`src/rtl/br_issue_sched_pkg.sv`:
```
// Shared definitions for the branch reservation station: index widths,
// default depth and the per-entry record held by the scheduler.
package br_issue_sched_pkg;

    localparam int SYS_ROB_IDX_W = 5;
    localparam int SYS_PRF_IDX_W = 6;
    localparam int SYS_BR_RS_ENT = 4;

    typedef struct packed {
        logic                     valid;
        logic                     rdy;
        logic [63:0]              npc;
        logic [31:0]              inst;
        logic [SYS_ROB_IDX_W-1:0] rob_idx;
        logic [SYS_PRF_IDX_W-1:0] pra_idx;
    } br_rs_entry_t;

endpackage

```
`src/rtl/br_issue_sched_if.sv`:
```
// Dispatch / CDB / ROB-control / issue bundle of the branch scheduler.
// The slave side is the scheduler itself; the master side drives it.
interface br_issue_sched_if
    import br_issue_sched_pkg::*;
#(
    parameter int NUM_ENT   = SYS_BR_RS_ENT,
    parameter int ROB_IDX_W = SYS_ROB_IDX_W,
    parameter int PRF_IDX_W = SYS_PRF_IDX_W
);
    localparam int CNT_W = $clog2(NUM_ENT) + 1;

    logic                 disp_en_i;
    logic [63:0]          disp_npc_i;
    logic [31:0]          disp_inst_i;
    logic [ROB_IDX_W-1:0] disp_rob_idx_i;
    logic [PRF_IDX_W-1:0] disp_pra_idx_i;
    logic                 disp_pra_rdy_i;
    logic                 cdb_en_i;
    logic [PRF_IDX_W-1:0] cdb_tag_i;
    logic [ROB_IDX_W-1:0] rob_head_idx_i;
    logic                 squash_i;
    logic                 fu_stall_i;
    logic                 full_o;
    logic [CNT_W-1:0]     count_o;
    logic                 issue_start_o;
    logic [63:0]          issue_npc_o;
    logic [31:0]          issue_inst_o;
    logic [ROB_IDX_W-1:0] issue_rob_idx_o;
    logic [PRF_IDX_W-1:0] issue_pra_idx_o;

    modport master (
        output disp_en_i, disp_npc_i, disp_inst_i, disp_rob_idx_i,
               disp_pra_idx_i, disp_pra_rdy_i, cdb_en_i, cdb_tag_i,
               rob_head_idx_i, squash_i, fu_stall_i,
        input  full_o, count_o, issue_start_o, issue_npc_o, issue_inst_o,
               issue_rob_idx_o, issue_pra_idx_o
    );

    modport slave (
        input  disp_en_i, disp_npc_i, disp_inst_i, disp_rob_idx_i,
               disp_pra_idx_i, disp_pra_rdy_i, cdb_en_i, cdb_tag_i,
               rob_head_idx_i, squash_i, fu_stall_i,
        output full_o, count_o, issue_start_o, issue_npc_o, issue_inst_o,
               issue_rob_idx_o, issue_pra_idx_o
    );

endinterface

```
`src/rtl/br_issue_sched_age_sel.sv`:
```
// Oldest-first picker: among requesting entries, choose the one whose ROB
// index is closest to the ROB head (distance taken modulo the ROB size so
// it stays correct across wrap). Result is one-hot.
module br_age_sel
    import br_issue_sched_pkg::*;
#(
    parameter int NUM_ENT   = SYS_BR_RS_ENT,
    parameter int ROB_IDX_W = SYS_ROB_IDX_W
) (
    input  logic [NUM_ENT-1:0]                req,
    input  logic [NUM_ENT-1:0][ROB_IDX_W-1:0] rob_idx,
    input  logic [ROB_IDX_W-1:0]              rob_head,
    output logic                              sel_valid,
    output logic [NUM_ENT-1:0]                sel
);

    logic [NUM_ENT-1:0][ROB_IDX_W-1:0] age;

    assign sel_valid = |req;

    generate
        for (genvar gi = 0; gi < NUM_ENT; gi++) begin : g_ent
            logic win;

            // Distance from head; the truncating subtraction is the modulo.
            assign age[gi] = rob_idx[gi] - rob_head;

            // An entry wins if no other requester is strictly older; equal
            // ages cannot occur with unique ROB slots, lower index breaks it anyway.
            always_comb begin
                win = req[gi];
                for (int j = 0; j < NUM_ENT; j++) begin
                    if (j != gi && req[j]) begin
                        if (age[j] < age[gi] || (age[j] == age[gi] && j < gi)) begin
                            win = 1'b0;
                        end
                    end
                end
            end

            assign sel[gi] = win;
        end
    endgenerate

endmodule

```
`src/rtl/br_issue_sched.sv`:
```
// Branch reservation station and issue scheduler. Holds dispatched
// control-flow ops, wakes their source-A tag from the CDB, and issues the
// oldest ready op (by ROB age) to the single branch ALU each cycle.
module br_issue_sched
    import br_issue_sched_pkg::*;
#(
    parameter int NUM_ENT   = SYS_BR_RS_ENT,
    parameter int ROB_IDX_W = SYS_ROB_IDX_W,
    parameter int PRF_IDX_W = SYS_PRF_IDX_W
) (
    input  logic            clk,
    input  logic            rst,
    br_issue_sched_if.slave bus
);

    localparam int IDX_W = $clog2(NUM_ENT);
    localparam int CNT_W = IDX_W + 1;

    br_rs_entry_t entries_reg  [NUM_ENT];
    br_rs_entry_t entries_next [NUM_ENT];
    br_rs_entry_t new_ent;

    logic [NUM_ENT-1:0]                valid_vec;
    logic [NUM_ENT-1:0]                req_vec;
    logic [NUM_ENT-1:0][ROB_IDX_W-1:0] rob_vec;
    logic [NUM_ENT-1:0]                sel;
    logic                              sel_valid;

    logic             full;
    logic [IDX_W-1:0] free_idx;
    logic [CNT_W-1:0] count;
    logic             disp_fire;
    logic             issue_fire;
    logic             disp_rdy;

    logic [63:0]          sel_npc;
    logic [31:0]          sel_inst;
    logic [ROB_IDX_W-1:0] sel_rob;
    logic [PRF_IDX_W-1:0] sel_pra;

    logic                 issue_start_reg;
    logic [63:0]          issue_npc_reg;
    logic [31:0]          issue_inst_reg;
    logic [ROB_IDX_W-1:0] issue_rob_reg;
    logic [PRF_IDX_W-1:0] issue_pra_reg;

    generate
        for (genvar gi = 0; gi < NUM_ENT; gi++) begin : g_vec
            assign valid_vec[gi] = entries_reg[gi].valid;
            // Registered rdy only: a same-cycle wakeup issues next cycle.
            assign req_vec[gi]   = entries_reg[gi].valid & entries_reg[gi].rdy;
            assign rob_vec[gi]   = entries_reg[gi].rob_idx;
        end
    endgenerate

    br_age_sel #(
        .NUM_ENT   (NUM_ENT),
        .ROB_IDX_W (ROB_IDX_W)
    ) u_age_sel (
        .req       (req_vec),
        .rob_idx   (rob_vec),
        .rob_head  (bus.rob_head_idx_i),
        .sel_valid (sel_valid),
        .sel       (sel)
    );

    // Conservative full: a slot freed by this cycle's issue is not reused yet.
    assign full       = &valid_vec;
    assign disp_fire  = bus.disp_en_i && !full && !bus.squash_i;
    assign issue_fire = sel_valid && !bus.fu_stall_i && !bus.squash_i;
    assign disp_rdy   = bus.disp_pra_rdy_i ||
                        (bus.cdb_en_i && (bus.cdb_tag_i == bus.disp_pra_idx_i));

    // Lowest-index free slot for dispatch.
    always_comb begin
        free_idx = '0;
        for (int i = NUM_ENT - 1; i >= 0; i--) begin
            if (!valid_vec[i]) begin
                free_idx = IDX_W'(i);
            end
        end
    end

    // Occupancy as seen after the last edge.
    always_comb begin
        count = '0;
        for (int i = 0; i < NUM_ENT; i++) begin
            count = count + CNT_W'(valid_vec[i]);
        end
    end

    // One-hot mux of the selected entry's payload.
    always_comb begin
        sel_npc  = '0;
        sel_inst = '0;
        sel_rob  = '0;
        sel_pra  = '0;
        for (int i = 0; i < NUM_ENT; i++) begin
            if (sel[i]) begin
                sel_npc  = sel_npc  | entries_reg[i].npc;
                sel_inst = sel_inst | entries_reg[i].inst;
                sel_rob  = sel_rob  | entries_reg[i].rob_idx;
                sel_pra  = sel_pra  | entries_reg[i].pra_idx;
            end
        end
    end

    // Next entry state: wakeup, issue removal, dispatch write, squash flush.
    always_comb begin
        new_ent.valid   = 1'b1;
        new_ent.rdy     = disp_rdy;
        new_ent.npc     = bus.disp_npc_i;
        new_ent.inst    = bus.disp_inst_i;
        new_ent.rob_idx = bus.disp_rob_idx_i;
        new_ent.pra_idx = bus.disp_pra_idx_i;
        for (int i = 0; i < NUM_ENT; i++) begin
            entries_next[i] = entries_reg[i];
            if (bus.cdb_en_i && entries_reg[i].valid && !entries_reg[i].rdy &&
                (entries_reg[i].pra_idx == bus.cdb_tag_i)) begin
                entries_next[i].rdy = 1'b1;
            end
            if (issue_fire && sel[i]) begin
                entries_next[i].valid = 1'b0;
            end
        end
        if (disp_fire) begin
            entries_next[free_idx] = new_ent;
        end
        if (bus.squash_i) begin
            for (int i = 0; i < NUM_ENT; i++) begin
                entries_next[i].valid = 1'b0;
            end
        end
    end

    // Entry storage.
    always_ff @(posedge clk) begin
        if (rst) begin
            for (int i = 0; i < NUM_ENT; i++) begin
                entries_reg[i] <= '0;
            end
        end else begin
            for (int i = 0; i < NUM_ENT; i++) begin
                entries_reg[i] <= entries_next[i];
            end
        end
    end

    // Registered issue bundle; payload holds when nothing issues.
    always_ff @(posedge clk) begin
        if (rst) begin
            issue_start_reg <= 1'b0;
            issue_npc_reg   <= '0;
            issue_inst_reg  <= '0;
            issue_rob_reg   <= '0;
            issue_pra_reg   <= '0;
        end else if (issue_fire) begin
            issue_start_reg <= 1'b1;
            issue_npc_reg   <= sel_npc;
            issue_inst_reg  <= sel_inst;
            issue_rob_reg   <= sel_rob;
            issue_pra_reg   <= sel_pra;
        end else begin
            issue_start_reg <= 1'b0;
        end
    end

    assign bus.full_o          = full;
    assign bus.count_o         = count;
    assign bus.issue_start_o   = issue_start_reg;
    assign bus.issue_npc_o     = issue_npc_reg;
    assign bus.issue_inst_o    = issue_inst_reg;
    assign bus.issue_rob_idx_o = issue_rob_reg;
    assign bus.issue_pra_idx_o = issue_pra_reg;

endmodule

```
`src/flat_wrapper.sv`:
```
// flat-port wrapper written by rule: the top's interface ports become plain ports
module br_issue_sched_flat import br_issue_sched_pkg::*;
#(
    parameter int NUM_ENT   = SYS_BR_RS_ENT,
    parameter int ROB_IDX_W = SYS_ROB_IDX_W,
    parameter int PRF_IDX_W = SYS_PRF_IDX_W
)
  (clk, rst, bus_disp_en_i, bus_disp_npc_i, bus_disp_inst_i, bus_disp_rob_idx_i, bus_disp_pra_idx_i, bus_disp_pra_rdy_i, bus_cdb_en_i, bus_cdb_tag_i, bus_rob_head_idx_i, bus_squash_i, bus_fu_stall_i, bus_full_o, bus_count_o, bus_issue_start_o, bus_issue_npc_o, bus_issue_inst_o, bus_issue_rob_idx_o, bus_issue_pra_idx_o);
  br_issue_sched_if #(.NUM_ENT(NUM_ENT), .ROB_IDX_W(ROB_IDX_W), .PRF_IDX_W(PRF_IDX_W)) bus_i ();
  input  logic clk;
  input  logic rst;
  input wire logic [$bits(bus_i.disp_en_i)-1:0] bus_disp_en_i;
  input wire logic [$bits(bus_i.disp_npc_i)-1:0] bus_disp_npc_i;
  input wire logic [$bits(bus_i.disp_inst_i)-1:0] bus_disp_inst_i;
  input wire logic [$bits(bus_i.disp_rob_idx_i)-1:0] bus_disp_rob_idx_i;
  input wire logic [$bits(bus_i.disp_pra_idx_i)-1:0] bus_disp_pra_idx_i;
  input wire logic [$bits(bus_i.disp_pra_rdy_i)-1:0] bus_disp_pra_rdy_i;
  input wire logic [$bits(bus_i.cdb_en_i)-1:0] bus_cdb_en_i;
  input wire logic [$bits(bus_i.cdb_tag_i)-1:0] bus_cdb_tag_i;
  input wire logic [$bits(bus_i.rob_head_idx_i)-1:0] bus_rob_head_idx_i;
  input wire logic [$bits(bus_i.squash_i)-1:0] bus_squash_i;
  input wire logic [$bits(bus_i.fu_stall_i)-1:0] bus_fu_stall_i;
  output wire logic [$bits(bus_i.full_o)-1:0] bus_full_o;
  output wire logic [$bits(bus_i.count_o)-1:0] bus_count_o;
  output wire logic [$bits(bus_i.issue_start_o)-1:0] bus_issue_start_o;
  output wire logic [$bits(bus_i.issue_npc_o)-1:0] bus_issue_npc_o;
  output wire logic [$bits(bus_i.issue_inst_o)-1:0] bus_issue_inst_o;
  output wire logic [$bits(bus_i.issue_rob_idx_o)-1:0] bus_issue_rob_idx_o;
  output wire logic [$bits(bus_i.issue_pra_idx_o)-1:0] bus_issue_pra_idx_o;
  assign bus_i.disp_en_i = bus_disp_en_i;
  assign bus_i.disp_npc_i = bus_disp_npc_i;
  assign bus_i.disp_inst_i = bus_disp_inst_i;
  assign bus_i.disp_rob_idx_i = bus_disp_rob_idx_i;
  assign bus_i.disp_pra_idx_i = bus_disp_pra_idx_i;
  assign bus_i.disp_pra_rdy_i = bus_disp_pra_rdy_i;
  assign bus_i.cdb_en_i = bus_cdb_en_i;
  assign bus_i.cdb_tag_i = bus_cdb_tag_i;
  assign bus_i.rob_head_idx_i = bus_rob_head_idx_i;
  assign bus_i.squash_i = bus_squash_i;
  assign bus_i.fu_stall_i = bus_fu_stall_i;
  assign bus_full_o = bus_i.full_o;
  assign bus_count_o = bus_i.count_o;
  assign bus_issue_start_o = bus_i.issue_start_o;
  assign bus_issue_npc_o = bus_i.issue_npc_o;
  assign bus_issue_inst_o = bus_i.issue_inst_o;
  assign bus_issue_rob_idx_o = bus_i.issue_rob_idx_o;
  assign bus_issue_pra_idx_o = bus_i.issue_pra_idx_o;
  br_issue_sched #(.NUM_ENT(NUM_ENT), .ROB_IDX_W(ROB_IDX_W), .PRF_IDX_W(PRF_IDX_W)) u_core (.clk(clk), .rst(rst), .bus(bus_i));
endmodule
```
`config.mk`:
```
export PLATFORM = sky130hd
export DESIGN_NAME = br_issue_sched_flat
export DESIGN_NICKNAME = d
export VERILOG_FILES = /design/src/rtl/br_issue_sched_pkg.sv /design/src/rtl/br_issue_sched_if.sv /design/src/rtl/br_issue_sched_age_sel.sv /design/src/rtl/br_issue_sched.sv /design/src/flat_wrapper.sv
export SDC_FILE = /design/constraint.sdc
export NUM_CORES = 1
export LEC_CHECK = 0
export BUFFER_PORTS_ARGS = -buffer_cell sky130_fd_sc_hd__buf_2
export CORE_MARGIN = 3
export CORE_UTILIZATION = 56
export CTS_BUF_LIST = sky130_fd_sc_hd__clkbuf_8
export CTS_CLUSTER_SIZE = 28
export DETAILED_ROUTE_END_ITERATION = 6
export PLACE_DENSITY_LB_ADDON = 0.25
export SYNTH_ARGS = -nofsm -noshare
export SYNTH_HDL_FRONTEND = slang
export SYNTH_SLANG_ARGS = --single-unit
```
`constraint.sdc`:
```
create_clock -name clk -period 3.92 [get_ports clk]
set_input_delay 0.588 -clock clk [delete_from_list [all_inputs] [get_ports clk]]
set_output_delay 0.588 -clock clk [all_outputs]
set_load 0.01 [all_outputs]
```
After elaboration in Yosys (flattened, before gate mapping)
Memories as Yosys holds them, arrays and structs flattened.
Index checks and enable logic that the tools add are counted.
{"block": "word_totals", "n_memories": 1, "elab_cells": 165, "register_bits": 108, "output_inout_bits": 112, "input_bits": 125, "ram_bits": 436}
{"memory": "u_core.entries_reg", "depth": 4, "word_bits": 109, "read_ports": 4, "rd_ports_with_merged_regs": 0, "wr": 4, "line": "br_issue_sched.sv:19", "text": "br_rs_entry_t entries_reg [NUM_ENT];"}
{"block": "op_classes", "reduce_logical": 38, "mux": 68, "add_sub_neg": 7, "bitwise": 21, "n_eq_ne": 11, "order_cmp": 14}
{"cell": "$mux W109", "n": 5}
{"cell": "$bwmux W436", "n": 1}
{"cell": "$mux W436", "n": 1}
{"cell": "$mux W64", "n": 4}
{"cell": "$demux W109 S2", "n": 1}
{"cell": "$or A64 B64 Y64", "n": 3}
{"cell": "$mux W32", "n": 4}
{"cell": "$or A32 B32 Y32", "n": 3}
{"cell": "$lt A5 B5 Y1", "n": 12}
{"cell": "$mux W1", "n": 40}
{"cell": "$eq A5 B5 Y1", "n": 6}
{"cell": "$eq A6 B6 Y1", "n": 5}
{"cell": "$mux W6", "n": 4}
{"cell": "$logic_and A1 B1 Y1", "n": 22}
{"cell": "$mux W5", "n": 4}
{"cell": "$sub A5 B5 Y5", "n": 4}
{"cell": "$or A6 B6 Y6", "n": 3}
{"cell": "$or A5 B5 Y5", "n": 3}
{"cell": "$mux W2", "n": 4}
{"cell": "$logic_not A1 Y1", "n": 7}
{"cell": "$logic_or A1 B1 Y1", "n": 7}
{"cell": "$add A3 B1 Y3", "n": 2}
{"cell": "$and A1 B1 Y1", "n": 4}
{"cell": "$or A1 B1 Y1", "n": 4}
{"cell": "6 further kinds", "n": 6}

Logic depth before layout (Yosys ltp)
An unclocked memory read counts as a cell.
{"block": "depth", "ltp_word": 16, "ltp_mapped": 19, "ltp_nobuf": 15}

Cells and area by module
A second synthesis with hierarchy kept.
{"block": "unflattened", "cells_unflattened": 2764, "hier_area_um2": 22481.6}
{"mod": "br_issue_sched", "cells_each": 2590, "seq_area_each_um2": 10890.4, "instances": 1, "area_per_inst_um2": 21094.0}
{"mod": "br_age_sel", "cells_each": 174, "seq_area_each_um2": 0.0, "instances": 1, "area_per_inst_um2": 1387.6}

Worst setup path after synthesis
No wires, ideal clock.
{"block": "synth_path", "path_kind": "input to register", "from": "input bus_rob_head_idx_i[1]", "to": "register u_core.issue_rob_reg[0] (netlist: u_core.bus.issue_rob_idx_o[0])", "required_ns": 3.798, "cell_stages": 15, "n_path_buf": 2, "path_slack_ns": 0.240, "setup_time_ns": 0.122, "t_arrival_ns": 3.558, "path_cell_list": "inv_1 -> fa_1 -> a21o_1 -> a21oi_1 -> xnor2_1 -> inv_1 -> ha_1 -> and4_1 -> a21boi_2 -> nor3_4 -> buf_2 -> buf_2 -> a211oi_1 -> a221oi_2 -> a21oi_1"}
{"block": "synth_via", "elab_chain_len": 15, "word_cells_on_any_way": 59, "classes_between": "add/sub (4); order compare (12); eq/ne (6); mux (28); bitwise (3); reduce/logical (6)"}
{"item": "from (decl)", "line": "flat_wrapper.sv:20", "text": "input wire logic [$bits(bus_i.rob_head_idx_i)-1:0] bus_rob_head_idx_i;"}
{"item": "$sub A5 B5 Y5", "line": "br_issue_sched_age_sel.sv:26", "text": "assign age[gi] = rob_idx[gi] - rob_head;"}
{"item": "$lt A5 B5 Y1", "line": "br_issue_sched_age_sel.sv:34", "text": "if (age[j] < age[gi] || (age[j] == age[gi] && j < gi)) begin"}
{"item": "$mux W1", "line": "br_issue_sched_age_sel.sv:34"}
{"item": "$mux W1", "line": "br_issue_sched_age_sel.sv:33", "text": "if (j != gi && req[j]) begin"}
{"item": "$mux W1", "line": "br_issue_sched_age_sel.sv:34"}
{"item": "$mux W1", "line": "br_issue_sched_age_sel.sv:33"}
{"item": "$mux W1", "line": "br_issue_sched_age_sel.sv:34"}
{"item": "$mux W1", "line": "br_issue_sched_age_sel.sv:33"}
{"item": "$mux W5", "line": "br_issue_sched.sv:99", "text": "if (sel[i]) begin"}
{"item": "$or A5 B5 Y5", "line": "br_issue_sched.sv:102", "text": "sel_rob = sel_rob | entries_reg[i].rob_idx;"}
{"item": "$mux W5", "line": "br_issue_sched.sv:99"}
{"item": "$or A5 B5 Y5", "line": "br_issue_sched.sv:102"}
{"item": "$mux W5", "line": "br_issue_sched.sv:99"}
{"item": "$or A5 B5 Y5", "line": "br_issue_sched.sv:102"}
{"item": "$mux W5 (*)", "line": "br_issue_sched.sv:99"}
{"item": "to (signal assigned)", "line": "br_issue_sched.sv:161", "text": "issue_rob_reg <= sel_rob;"}
{"item": "to (decl)", "line": "br_issue_sched.sv:44", "text": "logic [ROB_IDX_W-1:0] issue_rob_reg;"}
Mark *: on every way between the ends. The rest lies on a longest branch, timed or not.
A chain may end at the register's enable or synchronous reset.

==> results.toml <==
[global_routing]
antenna_found_initial = 10
grt_max_degree = 115
grt_overflow_total = 0
grtUsageTotal_pct = 33.98
grt_pass1_wl_microns = 128600
first_global_vias = 23810

[outcome]
status = "finished, final reports clean"

[worst_setup_path]
crit_fanout = 11
critPathKind = "reg -> reg"
r2r_slack_ns = 0.08
start_kind = "flop"
regToRegEndpoint = "u_core.bus.issue_inst_o[25]$_SDFFE_PP0P_"
end_kind = "flop"
arrival_ns = 4.41
reg2reg_depth = 18
required_ns = 4.49

[yosys]
synth_top_family_by_area = "compound AO/OA/AOI/OAI gates"
ys_async_sr_fraction_pct = 0
ys_seq_area_share_pct = 44.79
avgSynthCellArea_sq_um = 8.000
syn_inst = 3039
synth_edf_count = 0
synth_compound_gate_area_share_pct = 28.01
synth.area.mux_share_pct = 0
synth_top_cell_area_share_pct = 44.79
synth_xor_area_share_pct = 1.909
synth_fp_nets = 3211
synth_top_area_cell = "dfxtp_1"
synth_flop_cell = "dfxtp_1"
synth_fa_ha_area_share_pct = 2.573
ys_warn_count = 0
synth_area_sq_mm = 0.02431
synthTopCellsByArea = "dfxtp_1, nand2_1, a21oi_1"
yosys.area_share.simple_pct = 17.29
synth_seq_cells = 544
ys_types = 62

[pwr]
swShare_pct = 26.06
power.total_uw = 11690
p_leak_uw = 0.01105
pwr-share-clk_pct = 43.2
p_int_uw = 8643
seq_power_share_pct = 48.3
combPwrFrac_pct = 8.5
power_density_mw_per_mm2 = 409.1
vdd_drop_max_uv = 261.8
p_sw_uw = 3046

[clock_tree]
h-tree-depth = 3
cts_made_buffers = 89
cts.sinks = 544
cts_root_buf = "clkbuf_8"
clock_path_buffers = 3
insertion_delay_ns = 0.68
path_clk_slew_ns = 0.06
cts_hold_buf = 0
cts_tree = "done"

[placement]
dp_cells = 3661
gp_congestion = 0.9340
place_hpwl_microns = 48540
port_buffers = 236

[die]
fp.dieH_microns = 214.4
start_util_pct = 57.32
core-area_sq_mm = 0.04242
die-area_sq_mm = 0.04595
ios = 237
row_count = 75
die_w_microns = 214.4

[timing]
clock_skew_ns = 0.04024
tightest_slew_ns = 1.073
min_period_over_period_pct = 97.97
max_slew_margin_pct = 28.47
rsz0062_at_grt = "yes"
period_needed_ns = 3.840
drv_slew = 0
setup_viol = 0
fmax_mhz = 260.4
hold_viol_final = 0

[drt]
ant_nets = 0
vias_per_cell = 6.382
wl_per_cell_microns = 21.64
vias = 24450
firstDrtPassIters = 7
route.detailed.drc = 0
dr.first_iter.drc_count = 3181
wl_microns = 82900

[min_path]
hold_depth = 3
min_path_type = "in -> reg"
hp-start = "bus_disp_npc_i[39]"

[final_layout]
final_layout_size_suffix_gt1_share_pct = 17.13
fin_util_pct = 67.36
stdcell_count = 3831
fillers = 3511
synthToLayoutAreaGrowth_pct = 17.51
nNetsFinal = 3356

[job]
cap_violations = 0
[power by group through the flow]
stage               Clock [uW]  Combinational, uW  Sequential, uW
finish                    5050                990            5650
global route              5350               1060            5650
CTS                       5090                958            5650
detailed placement           0                953            5770
global placement             0                938            5770
floorplan                    0                527            5760
[logic make-up after synthesis]
group	Yosys count
and+or+nand+nor	1045
AOI/OAI and AO/OA	1025
DFF	544
buffers and inverters	325
xor gates and xnor gates	53
adders and majority gates	47
[critical path, stage by stage (launching register included)]
cell	delay (ns)
dfxtp_1	0.32
inv_1	0.08
ha_1	0.14
inv_1	0.06
fa_1	0.41
a21o_1	0.20
a21oi_1	0.17
xnor2_1	0.19
inv_1	0.14
ha_1	0.32
and4_1	0.22
buf_4	0.15
a31oi_4	0.32
buf_4	0.20
clkbuf_16	0.18
nand3_1	0.08
a211oi_1	0.29
a221oi_2	0.10
a21oi_1	0.16
[synth_stat cells, types with 2 or more instances]
cell type / number
a211oi_1: 109
a21boi_0: 3
a21o_1: 12
a21oi_1: 550
a221oi_1: 79
a221oi_2: 30
a32oi_1: 107
and2_1: 4
and4_1: 2
buf_1: 7
buf_2: 34
buf_4: 5
buf_6: 5
clkbuf_1: 252
dfxtp_1: 544
fa_1: 5
ha_1: 42
inv_1: 22
nand2_1: 869
nand2b_1: 4
nand3_1: 119
nor2_1: 13
nor2b_1: 2
nor3_1: 14
nor4_1: 4
o21a_1: 2
o21ai_0: 4
o21ai_1: 4
o21bai_1: 106
o31ai_1: 2
or3_1: 2
xnor2_1: 29
xor2_1: 24
[through the flow]
step,TNS (ns),worst slack [ns],hold slack (ns),instance area [sq um]
global placement,-4.947,-0.1567,0.4408,26520
global route,-0.07172,-0.01601,0.1693,28570
floorplan,0,0.2397,0.4360,24310
finish,0,0.07977,0.1699,28570
CTS,0,0.1304,0.1471,28340
detailed placement,-8.303,-0.1698,0.4465,26520
[cell usage in the layout, fill, tap and decap left out, types with 5 or more instances in the layout]
cell	instances
clkbuf_16	5
a221oi_1	76
xor2_1	24
xnor2_1	29
dfxtp_1	543
nor2_1	12
fa_1	5
a211oi_1	106
nor3_1	13
ha_1	42
clkinv_2	18
a21o_1	12
nand2_1	869
a32oi_1	107
o21bai_1	106
clkbuf_8	110
buf_12	46
inv_1	45
buf_2	235
a21oi_1	547
nand3_1	119
buf_4	65
a221oi_2	33
[area by class of cell]
cell class,instances,area [sq um],share of cell area [%]
diodes,2,5.005,0.01752
clock buffers,110,1514,5.299
clock inverters,49,305.3,1.069
inverters,22,82.58,0.2890
multi-input cells,2170,12250,42.86
flip-flops and latches,544,10890,38.13
well taps,577,721.9,2.527
repair buffers,357,2801,9.806
[how the worst max path moves through the flow]
stage                          start                                         end  slack, ns  cells after the start
4_1_cts                         flop      u_core.bus.issue_npc_o[3]$_SDFFE_PP0P_       0.13                     18
3_5_place_dp   bus_rob_head_idx_i[0]     u_core.bus.issue_npc_o[49]$_SDFFE_PP0P_      -0.17                     15
5_1_grt                         flop    u_core.bus.issue_inst_o[24]$_SDFFE_PP0P_      -0.02                     17
3_3_place_gp   bus_rob_head_idx_i[1]     u_core.bus.issue_npc_o[49]$_SDFFE_PP0P_      -0.16                     15
6_report                        flop    u_core.bus.issue_inst_o[25]$_SDFFE_PP0P_       0.08                     18
2_1_floorplan  bus_rob_head_idx_i[1]  u_core.bus.issue_rob_idx_o[0]$_SDFFE_PP0P_       0.24                     15
[what timing repair did]
action                                  4_1_cts  5_1_grt
buffers inserted                              0        4
resized for setup                             0       18
endpoints found under the setup margin        0       85
[layer usage]
layer	GRT usage, %	wire length (microns)	part of all wire [%]	up-vias
li1	-	-	-	11050
met1	44.39	33290	40	11760
met2	55.44	38570	47	1411
met3	7.085	8400	10	221
met4	13.20	2532	3.1	16
met5	0	108	0.13	-
Note: power is estimated with default switching activity, not from simulation.
